<file path="config.mk">
export PLATFORM = sky130hd
export DESIGN_NAME = elastic_stage_buffer_flat
export DESIGN_NICKNAME = d
export VERILOG_FILES = /design/src/rtl/stage_pkg.sv /design/src/rtl/elastic_stage_buffer_if.sv /design/src/rtl/stage_slot.sv /design/src/rtl/elastic_stage_buffer.sv /design/src/flat_wrapper.sv
export SDC_FILE = /design/constraint.sdc
export NUM_CORES = 1
export LEC_CHECK = 0
export BUFFER_PORTS_ARGS = -buffer_cell sky130_fd_sc_hd__clkbuf_2
export CAP_MARGIN = 20
export CORE_UTILIZATION = 55
export CTS_CLUSTER_SIZE = 28
export DETAILED_ROUTE_END_ITERATION = 10
export GPL_ROUTABILITY_DRIVEN = 0
export PLACE_DENSITY = 0.88
export SYNTH_ARGS = -nofsm -noshare
export SYNTH_HDL_FRONTEND = slang
export SYNTH_HIERARCHICAL = 1
export SYNTH_SLANG_ARGS = --single-unit
</file>
<file path="constraint.sdc">
create_clock -name clk -period 2.3 [get_ports clk]
set_input_delay 0.23 -clock clk [delete_from_list [all_inputs] [get_ports clk]]
set_output_delay 0.23 -clock clk [all_outputs]
set_load 0.05 [all_outputs]
</file>
<file path="src/rtl/stage_pkg.sv">
// Shared types and constants for the elastic stage buffer.
package stage_pkg;

  // Default data word width and its word type.
  localparam int WORD_WIDTH = 16;
  typedef logic [WORD_WIDTH-1:0] word_t;

  // Bit positions of the control flags carried with each entry.
  localparam int CTRL_PCSRC    = 0;
  localparam int CTRL_REGWRITE = 1;
  localparam int CTRL_MEMTOREG = 2;

  // Occupancy encodings, also used directly as the control FSM state.
  typedef enum logic [1:0] {
    OCC_EMPTY = 2'd0,
    OCC_ONE   = 2'd1,
    OCC_FULL  = 2'd2
  } occ_e;

endpackage

</file>
<file path="src/rtl/elastic_stage_buffer_if.sv">
// Valid/ready handshake bundle between an upstream and a downstream stage.
interface elastic_stage_buffer_if #(
  parameter int WIDTH  = 16,
  parameter int NWORDS = 3,
  parameter int NCTRL  = 3
);

  logic                           in_valid;
  logic                           in_ready;
  logic [NWORDS-1:0][WIDTH-1:0]   in_data;
  logic [NCTRL-1:0]               in_ctrl;
  logic                           out_valid;
  logic                           out_ready;
  logic [NWORDS-1:0][WIDTH-1:0]   out_data;
  logic [NCTRL-1:0]               out_ctrl;

  // The side that feeds entries in and accepts them out (stage logic / bench).
  modport master (
    output in_valid, in_data, in_ctrl, out_ready,
    input  in_ready, out_valid, out_data, out_ctrl
  );

  // The buffer itself.
  modport slave (
    input  in_valid, in_data, in_ctrl, out_ready,
    output in_ready, out_valid, out_data, out_ctrl
  );

endinterface

</file>
<file path="src/rtl/stage_slot.sv">
// One buffer entry: valid flag, data words and control bits.
// Clearing drops only the valid flag so the data stays visible as the last value.
module stage_slot #(
  parameter int WIDTH  = 16,
  parameter int NWORDS = 3,
  parameter int NCTRL  = 3
) (
  input  logic                         clk,
  input  logic                         reset,
  input  logic                         load,
  input  logic                         clear,
  input  logic [NWORDS-1:0][WIDTH-1:0] d_data,
  input  logic [NCTRL-1:0]             d_ctrl,
  output logic                         valid,
  output logic [NWORDS-1:0][WIDTH-1:0] q_data,
  output logic [NCTRL-1:0]             q_ctrl
);

  // Entry register: clear wins over load so a flush can never be overridden.
  always_ff @(posedge clk or negedge reset) begin
    if (!reset) begin
      valid  <= 1'b0;
      q_data <= '0;
      q_ctrl <= '0;
    end else if (clear) begin
      valid  <= 1'b0;
    end else if (load) begin
      valid  <= 1'b1;
      q_data <= d_data;
      q_ctrl <= d_ctrl;
    end
  end

endmodule

</file>
<file path="src/rtl/elastic_stage_buffer.sv">
// Elastic pipeline register with a two-entry skid buffer.
// The main slot is always the head; the skid slot catches the one extra entry
// that can arrive while in_ready is still registered high, so in_ready never
// depends combinationally on out_ready.
module elastic_stage_buffer
  import stage_pkg::*;
#(
  parameter int WIDTH  = 16,
  parameter int NWORDS = 3,
  parameter int NCTRL  = 3
) (
  input  logic                   clk,
  input  logic                   reset,
  input  logic                   flush,
  elastic_stage_buffer_if.slave  bus,
  output logic [1:0]             occupancy
);

  occ_e state;
  occ_e next_state;
  logic in_ready_q;

  logic accept;
  logic drain;

  logic main_load;
  logic main_from_skid;
  logic main_clear;
  logic skid_load;
  logic skid_clear;

  logic                         main_valid;
  logic [NWORDS-1:0][WIDTH-1:0] main_data;
  logic [NCTRL-1:0]             main_ctrl;
  logic                         skid_valid;
  logic [NWORDS-1:0][WIDTH-1:0] skid_data;
  logic [NCTRL-1:0]             skid_ctrl;

  logic [NWORDS-1:0][WIDTH-1:0] main_d_data;
  logic [NCTRL-1:0]             main_d_ctrl;

  assign accept = bus.in_valid & in_ready_q;
  assign drain  = main_valid & bus.out_ready;

  // State register; in_ready is registered from the occupancy we are moving to.
  always_ff @(posedge clk or negedge reset) begin
    if (!reset) begin
      state      <= OCC_EMPTY;
      in_ready_q <= 1'b1;
    end else begin
      state      <= next_state;
      in_ready_q <= (next_state != OCC_FULL);
    end
  end

  // Next occupancy from the handshakes; flush empties regardless of traffic.
  always_comb begin
    next_state = state;
    if (flush) begin
      next_state = OCC_EMPTY;
    end else begin
      case (state)
        OCC_EMPTY: if (accept) next_state = OCC_ONE;
        OCC_ONE: begin
          if (accept && !drain)      next_state = OCC_FULL;
          else if (!accept && drain) next_state = OCC_EMPTY;
        end
        OCC_FULL:  if (drain) next_state = OCC_ONE;
        default:   next_state = OCC_EMPTY;
      endcase
    end
  end

  // Slot load/clear decode; skid only ever refills main, never the output directly.
  always_comb begin
    main_load      = 1'b0;
    main_from_skid = 1'b0;
    main_clear     = 1'b0;
    skid_load      = 1'b0;
    skid_clear     = 1'b0;
    if (flush) begin
      main_clear = 1'b1;
      skid_clear = 1'b1;
    end else begin
      case (state)
        OCC_EMPTY: begin
          if (accept) main_load = 1'b1;
        end
        OCC_ONE: begin
          if (accept && drain) main_load  = 1'b1;
          else if (accept)     skid_load  = 1'b1;
          else if (drain)      main_clear = 1'b1;
        end
        OCC_FULL: begin
          if (drain && skid_valid) begin
            main_load      = 1'b1;
            main_from_skid = 1'b1;
            skid_clear     = 1'b1;
          end
        end
        default: begin
          main_clear = 1'b1;
          skid_clear = 1'b1;
        end
      endcase
    end
  end

  assign main_d_data = main_from_skid ? skid_data : bus.in_data;
  assign main_d_ctrl = main_from_skid ? skid_ctrl : bus.in_ctrl;

  stage_slot #(.WIDTH(WIDTH), .NWORDS(NWORDS), .NCTRL(NCTRL)) u_main (
    .clk    (clk),
    .reset  (reset),
    .load   (main_load),
    .clear  (main_clear),
    .d_data (main_d_data),
    .d_ctrl (main_d_ctrl),
    .valid  (main_valid),
    .q_data (main_data),
    .q_ctrl (main_ctrl)
  );

  stage_slot #(.WIDTH(WIDTH), .NWORDS(NWORDS), .NCTRL(NCTRL)) u_skid (
    .clk    (clk),
    .reset  (reset),
    .load   (skid_load),
    .clear  (skid_clear),
    .d_data (bus.in_data),
    .d_ctrl (bus.in_ctrl),
    .valid  (skid_valid),
    .q_data (skid_data),
    .q_ctrl (skid_ctrl)
  );

  // Control bits are masked by valid so a bubble can never write back or branch.
  assign bus.in_ready  = in_ready_q;
  assign bus.out_valid = main_valid;
  assign bus.out_data  = main_data;
  assign bus.out_ctrl  = main_ctrl & {NCTRL{main_valid}};
  assign occupancy     = state;

endmodule

</file>
<file path="src/flat_wrapper.sv">
// flat-port wrapper written by rule: the top's interface ports become plain ports
module elastic_stage_buffer_flat import stage_pkg::*;
#(
  parameter int WIDTH  = 16,
  parameter int NWORDS = 3,
  parameter int NCTRL  = 3
)
  (clk, reset, flush, occupancy, bus_in_valid, bus_in_data, bus_in_ctrl, bus_out_ready, bus_in_ready, bus_out_valid, bus_out_data, bus_out_ctrl);
  elastic_stage_buffer_if #(.WIDTH(WIDTH), .NWORDS(NWORDS), .NCTRL(NCTRL)) bus_i ();
  input  logic clk;
  input  logic reset;
  input  logic flush;
  output logic [1:0] occupancy;
  input wire logic [$bits(bus_i.in_valid)-1:0] bus_in_valid;
  input wire logic [$bits(bus_i.in_data)-1:0] bus_in_data;
  input wire logic [$bits(bus_i.in_ctrl)-1:0] bus_in_ctrl;
  input wire logic [$bits(bus_i.out_ready)-1:0] bus_out_ready;
  output wire logic [$bits(bus_i.in_ready)-1:0] bus_in_ready;
  output wire logic [$bits(bus_i.out_valid)-1:0] bus_out_valid;
  output wire logic [$bits(bus_i.out_data)-1:0] bus_out_data;
  output wire logic [$bits(bus_i.out_ctrl)-1:0] bus_out_ctrl;
  assign bus_i.in_valid = bus_in_valid;
  assign bus_i.in_data = bus_in_data;
  assign bus_i.in_ctrl = bus_in_ctrl;
  assign bus_i.out_ready = bus_out_ready;
  assign bus_in_ready = bus_i.in_ready;
  assign bus_out_valid = bus_i.out_valid;
  assign bus_out_data = bus_i.out_data;
  assign bus_out_ctrl = bus_i.out_ctrl;
  elastic_stage_buffer #(.WIDTH(WIDTH), .NWORDS(NWORDS), .NCTRL(NCTRL)) u_core (.clk(clk), .reset(reset), .flush(flush), .bus(bus_i), .occupancy(occupancy));
endmodule
</file>
==> results of run 1 <==
-- critical path, stage by stage, from the launching register on --
cell and delay, ps:
dfrtp_1 480, and3b_2 310, a31oi_1 60, o31ai_1 340
nor2b_4 280, buf_12 260, mux2_4 330
-- metal layers --
metal | share of wire (%) | global-route usage, % | vias to the layer above
met2 | 49 | 33.1 | 79
met3 | 4.3 | 4.99 | 9
li1 | - | - | 1330
met4 | 0.86 | 5.13 | 0
met1 | 46 | 26.9 | 1476
met5 | 0 | 0 | -
-- state kept, by name, indices dropped and copies added, names as in the netlist --
signal / cells
u_core/bus.in_ready: 1
u_core/occupancy: 2
u_core/u_main/q_ctrl: 3
u_core/u_main/q_data: 48
u_core/u_main/valid: 1
u_core/u_skid/q_ctrl: 3
u_core/u_skid/q_data: 48
u_core/u_skid/valid: 1
-- repair_timing --
action,4_1_cts,5_1_grt
hold endpoints to repair,46,0
gates resized for setup,0,1
endpoints found under the setup margin,0,32
hold buffers,1,0
-- worst max-delay path by stage --
stage / slack (ps) / cells after the start / endpoint / from
2_1_floorplan: 90 / 8 / u_core/u_main/q_ctrl[0] / u_core/u_main/valid
3_3_place_gp: 250 / 6 / u_core/u_main/q_data[15] / u_core/u_main/valid
3_5_place_dp: 160 / 6 / u_core/u_skid/q_data[13] / u_core/occupancy[1]
4_1_cts: 90 / 6 / u_core/u_main/q_data[12] / u_core/u_main/valid
5_1_grt: 30 / 6 / u_core/u_main/q_data[12] / u_core/occupancy[1]
6_report: 110 / 6 / u_core/u_main/q_data[12] / u_core/occupancy[1]
-- kinds of logic after synthesis --
logic type             Yosys count  share of synthesized area, %
AOI/OAI and AO/OA               11                          1.50
DFF                            107                          50.2
and+or+nand+nor                 18                          2.53
buffers and inverters           20                          5.77
muxes                          153                          40.0
-- area by class of cell --
type	instances	area [um2]
Clock buffer	11	151
Clock inverter	5	43.8
Fill cell	665	3210
Inverter	1	3.75
Multi-Input combinational cell	182	2350
Sequential cell	107	2680
Tap cell	129	161
Timing Repair Buffer	119	723
-- power by group through the flow --
| stage | Sequential, mW | Combinational, mW | Clock [mW] |
|---|---|---|---|
| after floorplan | 3.83 | 1.06 | 0 |
| after global placement | 2.86 | 2.53 | 0 |
| after detailed placement | 2.90 | 2.59 | 0 |
| after CTS | 2.88 | 2.60 | 1.15 |
| after global routing | 2.95 | 2.71 | 1.23 |
| final | 2.88 | 2.58 | 1.11 |
-- cell usage in the layout (no fill, tap or decap), types with 2 or more instances in the layout --
cell type / count
clkbuf_2: 109
clkbuf_8: 11
mux2_4: 110
mux2_2: 43
a31oi_1: 2
nor2_1: 4
nand2_1: 3
clkinv_4: 2
dfrtp_1: 105
inv_6: 3
buf_12: 8
nor2b_4: 2
a21o_1: 2
and2_1: 3
-- through the flow --
step / setup WS (ps) / total power [mW]
detailed placement: 165 / 5.49
finish: 113 / 6.57
CTS: 89.3 / 6.63
global route: 31.8 / 6.89
floorplan: 88.5 / 4.90
global placement: 254 / 5.40
==> flow_metrics.tcl, run 1 <==
set metrics [dict create \
    status "finished, final reports clean" \
    synth_cell_type_count 26 \
    whs_ps 110 \
    fp-row-count 35 \
    post-route-util_pct 65.6 \
    numPortBuffers 110 \
    avgSynthCellArea_um2 17.3 \
    switching_share_pct 38.1 \
    io_pins 111 \
    cp-end-kind "flip-flop" \
    fp.coreArea_mm2 0.00933 \
    diodes 0 \
    numCtsBuffers 9 \
    post_dp_cell_area_mm2 0.00591 \
    ys_seq_area_share_pct 50.2 \
    post_cts_buffers 0 \
    drc 0 \
    synthesis.area_mm2 0.00534 \
    crit_type "flip-flop to flip-flop" \
    slew_violations 0 \
    final-setup-viol-count 0 \
    crit_fanout 28 \
    grt_usage_pct 20.1 \
    start_kind "flip-flop" \
    die_w_um 101 \
    power_switching_mw 2.50 \
    die-area_mm2 0.0101 \
    cts-root-buf "clkbuf_8" \
    design_area_mm2 0.00612 \
    wl_per_cell_um 17.4 \
    hold_violations 0 \
    clk_path_buf_depth 2 \
    wirelength_um 9620 \
    antenna_found_initial 0 \
    worstReg2RegEnd "u_core/u_main/q_data[12]" \
    timing.final.crit_period_ps 2190 \
    first_pass_iters 4 \
    place_hpwl_um 6520 \
    drv_cap 0 \
    grt_overflow 0 \
    dr.first_iter.drc_count 91 \
    holdPathEnd "u_core/u_skid/q_data[20]" \
    internal-power_mw 4.07 \
    arrival_ps 2430 \
    grt_max_degree 50 \
    layout.cells.non_filler 554 \
    r2r-start "u_core/occupancy[1]" \
    async_flop_share_pct 100 \
    vias 2894 \
    cp.required_ps 2540 \
    power_leakage_nw 2.94 \
    clkLatencyLatePin_ps 360 \
    max_freq_mhz 457 \
    r2r_cells 6 \
    worst_pin_slew_ps 630 \
    grt_pass1_vias 3124 \
    place_inst 537 \
    synth_top_area_share_pct 49.7 \
    hold_start "bus_in_data[20]" \
    nets 476 \
    syn_inst 309 \
    synth_ff_type "dfrtp_1" \
    fin_tns_setup_ps 0 \
    synth_most_common_cell "mux2_4" \
    path_clk_slew_ps 110 \
    syn_nets 365 \
    synth_common_cells "mux2_4 (110), dfrtp_1 (106), mux2_2 (43)" \
    rsz0062_at_grt "false" \
    area_growth_pct 14.6 \
    cts.sinks 107 \
    synth_edf_count 0 \
    clkPwrFrac_pct 16.9 \
    rrSetupSlack_ps 110 \
    yosysWarnings 6 \
    ant_nets 0 \
    yosys-top-cells-area "dfrtp_1 (50%), mux2_4 (31%), mux2_2 (9.1%)" \
    htree_levels 3 \
    period_share_pct 95.1 \
    finClkSkew_ps 13.9 \
    power_frac_comb_pct 39.3 \
    synth_seq_cells 107 \
    worstHoldPathType "primary input to flip-flop" \
    yosys.area.top_type "dfrtp_1" \
    maxSlewHeadroom_pct 58.0 \
    initial_core_util_pct 57.2 \
    cts_tree "done" \
    power_density_mw_per_mm2 1070 \
    grt_pass1_wl_um 15700 \
    die_h_um 101 \
    routed_via_density 5.22 \
    drive_gt1_share_pct 69.4 \
    hold_depth 2 \
    pwr-share-seq_pct 43.8 \
    vdd.ir_drop.worst_mv 0.746 \
]
Power figures use the tool's default switching activity.
==> inputs of run 2 (changes only) <==
--- a/config.mk
+++ b/config.mk
@@ -9,3 +9,3 @@
 export CAP_MARGIN = 20
-export CORE_UTILIZATION = 55
+export CORE_UTILIZATION = 59
 export CTS_CLUSTER_SIZE = 28
@@ -13,3 +13,3 @@
 export GPL_ROUTABILITY_DRIVEN = 0
-export PLACE_DENSITY = 0.88
+export PLACE_DENSITY = 0.93
 export SYNTH_ARGS = -nofsm -noshare
==> constraint.sdc (replaced) <==
create_clock -name clk -period 2.6 [get_ports clk]
set_input_delay 0.26 -clock clk [delete_from_list [all_inputs] [get_ports clk]]
set_output_delay 0.26 -clock clk [all_outputs]
set_load 0.005 [all_outputs]
==> flow_metrics.tcl, run 2 (synthesis results as in run 1) <==
set metrics [dict create \
    vdd.ir_drop.worst_mv 0.481 \
    cts_resized 0 \
    die_w_um 97.1 \
    place_hpwl_um 6800 \
    r2r-start "u_core/u_main/valid" \
    cts_tree "done" \
    power_density_mw_per_mm2 811 \
    final_common_cell "mux2_4" \
    cts.sinks 107 \
    drv_cap 0 \
    power_mw 4.89 \
    power_frac_comb_pct 28.0 \
    finClkSkew_ps 9.55 \
    post-route-util_pct 69.1 \
    path_buf_inv 1 \
    timing.final.crit_period_ps 2240 \
    hold_depth 2 \
    rsz0062_at_grt "false" \
    grt_overflow 0 \
    rrSetupSlack_ps 360 \
    crit_family "simple AND/OR/NAND/NOR gates" \
    clkPwrFrac_pct 19.7 \
    fp.coreArea_mm2 0.00872 \
    ant_nets 0 \
    nets 475 \
    ctsHoldBuffers 1 \
    path_clk_slew_ps 110 \
    antenna_found_initial 0 \
    internal-power_mw 3.54 \
    grt_usage_pct 22.1 \
    pwr-share-seq_pct 52.3 \
    dr_wl_met3_um 556 \
    final-setup-viol-count 0 \
    post_cts_buffers 0 \
    largestRegisters "u_core/u_main/q_data x48, u_core/u_skid/q_data x48" \
    fin_tns_setup_ps 0 \
    cp.required_ps 2860 \
    power_switching_mw 1.35 \
    period_share_pct 86.1 \
    clk_path_buf_depth 2 \
    critPathSlowestCell "dfrtp_1" \
    grt_pass1_wl_um 16500 \
    worst_pin_slew_ps 574 \
    initial_core_util_pct 61.2 \
    dr_wl_met2_um 5060 \
    nFillCells 596 \
    drc 0 \
    hold_violations 0 \
    worstReg2RegEnd "u_core/u_main/q_data[15]" \
    max_freq_mhz 447 \
    wirelength_um 9860 \
    diodes 0 \
    holdPathEnd "u_core/u_skid/q_data[34]" \
    area_growth_pct 13.0 \
    numPortBuffers 110 \
    clkLatencyLatePin_ps 360 \
    cp-startpoint "u_core/u_main/valid" \
    met1_length_um 4200 \
    worstHoldPathType "primary input to flip-flop" \
    cp-end-kind "flip-flop" \
    grt_max_degree 64 \
    vias 2888 \
    cts-root-buf "clkbuf_8" \
    maxSlewHeadroom_pct 61.7 \
    fp-row-count 34 \
    start_kind "flip-flop" \
    slowest_delay_ps 460 \
    wl_per_cell_um 18.5 \
    final_cell_mix "mux2_4 (110), clkbuf_2 (109), dfrtp_1 (106)" \
    drive_gt1_share_pct 68.9 \
    grt_pass1_vias 3257 \
    switching_share_pct 27.6 \
    status "finished, final reports clean" \
    hold_start "bus_in_data[34]" \
    crit_chain "and2_1 -> a31oi_1 -> o31ai_1 -> nor2b_4 -> buf_12 -> mux2_2" \
    routed_via_density 5.43 \
    first_pass_iters 4 \
    dr.first_iter.drc_count 101 \
    crit_fanout 35 \
    slew_violations 0 \
    htree_levels 3 \
    power_leakage_nw 2.92 \
    numCtsBuffers 9 \
    arrival_ps 2500 \
    die-area_mm2 0.00943 \
    die_h_um 97.1 \
    io_pins 111 \
    r2r_cells 6 \
    crit_type "flip-flop to flip-flop" \
    dr.max_layer_used "met4" \
]
==> run 2: final cells by class <==
| cell class | count | area [um2] | share of cell area, % |
|---|---|---|---|
| clock buffer | 9 | 124 | 2.05 |
| clock inverter | 7 | 58.8 | 0.975 |
| inverter | 1 | 3.75 | 0.0623 |
| multi-input combinational | 182 | 2350 | 39.0 |
| sequential | 107 | 2680 | 44.4 |
| tap | 108 | 135 | 2.24 |
| timing repair buffer | 118 | 678 | 11.2 |
==> run 2: worst max path at each step <==
| stage | to | slack (ps) | depth (start not counted) |
|---|---|---|---|
| after detailed placement | u_core/u_main/q_data[15] | 370 | 6 |
| after global routing | u_core/u_main/q_data[15] | 230 | 6 |
| after floorplan | u_core/u_main/q_ctrl[0] | 570 | 8 |
| after CTS | u_core/u_main/q_data[9] | 360 | 6 |
| final | u_core/u_main/q_data[15] | 360 | 6 |
| after global placement | u_core/u_main/q_data[15] | 490 | 6 |
==> run 2: power groups by stage <==
stage	clock network, mW	registers, mW	logic [mW]
global route	1.05	2.62	1.47
CTS	0.994	2.56	1.38
detailed placement	0	2.58	1.38
global placement	0	2.53	1.32
finish	0.962	2.56	1.37
floorplan	0	2.50	0.925
==> run 2: layer usage <==
metal / vias up / global-route usage, %
met4: 0 / 4.71
met2: 79 / 37.4
met5: - / 0
met1: 1480 / 27.8
li1: 1323 / -
met3: 6 / 7.05
==> run 2: through the flow <==
stage | setup WS, ps | hold WS, ps | instance area (um2) | cells
finish | 362 | 136 | 6030 | 532
global route | 227 | 115 | 6030 | 532
CTS | 361 | 115 | 6030 | 532
detailed placement | 372 | 296 | 5840 | 515
global placement | 487 | 289 | 5840 | 515
floorplan | 568 | -35.6 | 5340 | 309
==> inputs of run 3 (changes only) <==
Settings changed: CORE_ASPECT_RATIO set to 1.1.
==> flow_metrics.tcl, run 3 (synthesis results as in run 1) <==
set metrics [dict create \
    period_share_pct 90.9 \
    post_cts_buffers 0 \
    drv_cap 0 \
    final_cell_mix "mux2_4 (110), clkbuf_2 (109), dfrtp_1 (106)" \
    max_freq_mhz 423 \
    initial_core_util_pct 60.5 \
    crit_end "u_core/u_main/q_data[30]" \
    final_common_cell "mux2_4" \
    fp.coreArea_mm2 0.00883 \
    r2r_cells 6 \
    routed_via_density 5.39 \
    cts.sinks 107 \
    clk_path_buf_depth 2 \
    wl_per_cell_um 18.9 \
    fin_tns_setup_ps 0 \
    diodes 0 \
    wirelength_um 10200 \
    ant_nets 0 \
    hold_violations 0 \
    largestRegisters "u_core/u_main/q_data x48, u_core/u_skid/q_data x48" \
    numCtsBuffers 9 \
    cp.required_ps 2860 \
    dr.first_iter.drc_count 129 \
    cp-end-kind "flip-flop" \
    place_hpwl_um 6830 \
    nets 476 \
    die_w_um 92.7 \
    crit_type "flip-flop to flip-flop" \
    cts_tree "done" \
    rrSetupSlack_ps 240 \
    antenna_found_initial 0 \
    path_clk_slew_ps 110 \
    vdd.ir_drop.worst_mv 0.442 \
    vias 2905 \
    final-setup-viol-count 0 \
    timing.final.crit_period_ps 2360 \
    htree_levels 3 \
    die_h_um 102 \
    worstHoldPathType "primary input to flip-flop" \
    clkLatencyLatePin_ps 380 \
    grt_pass1_vias 3178 \
    crit_fanout 22 \
    rsz0062_at_grt "false" \
    power_leakage_nw 2.92 \
    start_kind "flip-flop" \
    drive_gt1_share_pct 68.7 \
    finClkSkew_ps 16.1 \
    worst_pin_slew_ps 606 \
    grt_overflow 0 \
    status "finished, final reports clean" \
    cts-root-buf "clkbuf_8" \
    power_density_mw_per_mm2 823 \
    grt_max_degree 50 \
    io_pins 111 \
    slew_violations 0 \
    first_pass_iters 6 \
    r2r-start "u_core/u_main/valid" \
    cp-startpoint "u_core/u_main/valid" \
    drc 0 \
    arrival_ps 2630 \
    worstReg2RegEnd "u_core/u_main/q_data[30]" \
    die-area_mm2 0.00943 \
    grt_pass1_wl_um 16100 \
    numPortBuffers 110 \
    post-route-util_pct 68.6 \
    grt_usage_pct 22.6 \
    fp-row-count 36 \
    maxSlewHeadroom_pct 59.6 \
    layout.cells.non_filler 539 \
    place_inst 522 \
    area_growth_pct 13.4 \
]
## run 3: worst min-delay path by stage
stage | end | start | cells past startpoint | slack, ps
2_1_floorplan | u_core/occupancy[0] | reset | 0 | -40
6_report | u_core/u_skid/q_data[38] | bus_in_data[38] | 2 | 120
3_3_place_gp | u_core/u_skid/q_data[25] | reset | 1 | 300
5_1_grt | u_core/u_skid/q_data[31] | bus_in_data[31] | 2 | 100
3_5_place_dp | u_core/u_skid/q_data[26] | reset | 1 | 310
4_1_cts | u_core/u_skid/q_data[38] | bus_in_data[38] | 2 | 110
## run 3: through the flow
| stage | hold slack (ps) | worst slack, ps | total power, mW | cell area [um2] |
|---|---|---|---|---|
| finish | 124 | 236 | 4.98 | 6050 |
| global route | 102 | 91.8 | 5.23 | 6050 |
| CTS | 111 | 260 | 5.02 | 6050 |
| detailed placement | 307 | 326 | 3.95 | 5840 |
| global placement | 298 | 409 | 3.85 | 5840 |
| floorplan | -35.6 | 568 | 3.43 | 5340 |
## run 3: critical path, cell delays in order (launching register included)
cell and delay (ps):
dfrtp_1 470, and2_1 350, a31oi_1 130, o31ai_1 300, nor2b_4 240, buf_4 390, mux2_4 340
## run 3: timing repair
action,CTS,global route
hold buffers,1,0
hold endpoints to repair,44,0
setup endpoints to repair,0,0
gates resized for setup,0,0
## run 3: power by group
group,switching [mW],internal (mW)
clock,0.575,0.478
sequential,0.337,2.22
combinational,0.417,0.961
total,1.33,3.65
## run 3: cell type report
type,instances,area [um2]
well taps,114,143
clock inverters,5,61.3
clock buffers,11,141
inverters,1,3.75
multi-input cells,182,2350
flip-flops and latches,107,2680
fillers,634,2780
repair buffers,119,673
## run 3: metal layers
layer	global-route usage (%)	wire, um	share of wire [%]
met5	0	0	0
met4	11.2	204	2.0
met3	4.20	342	3.4
met2	37.5	5330	52
met1	28.8	4310	42
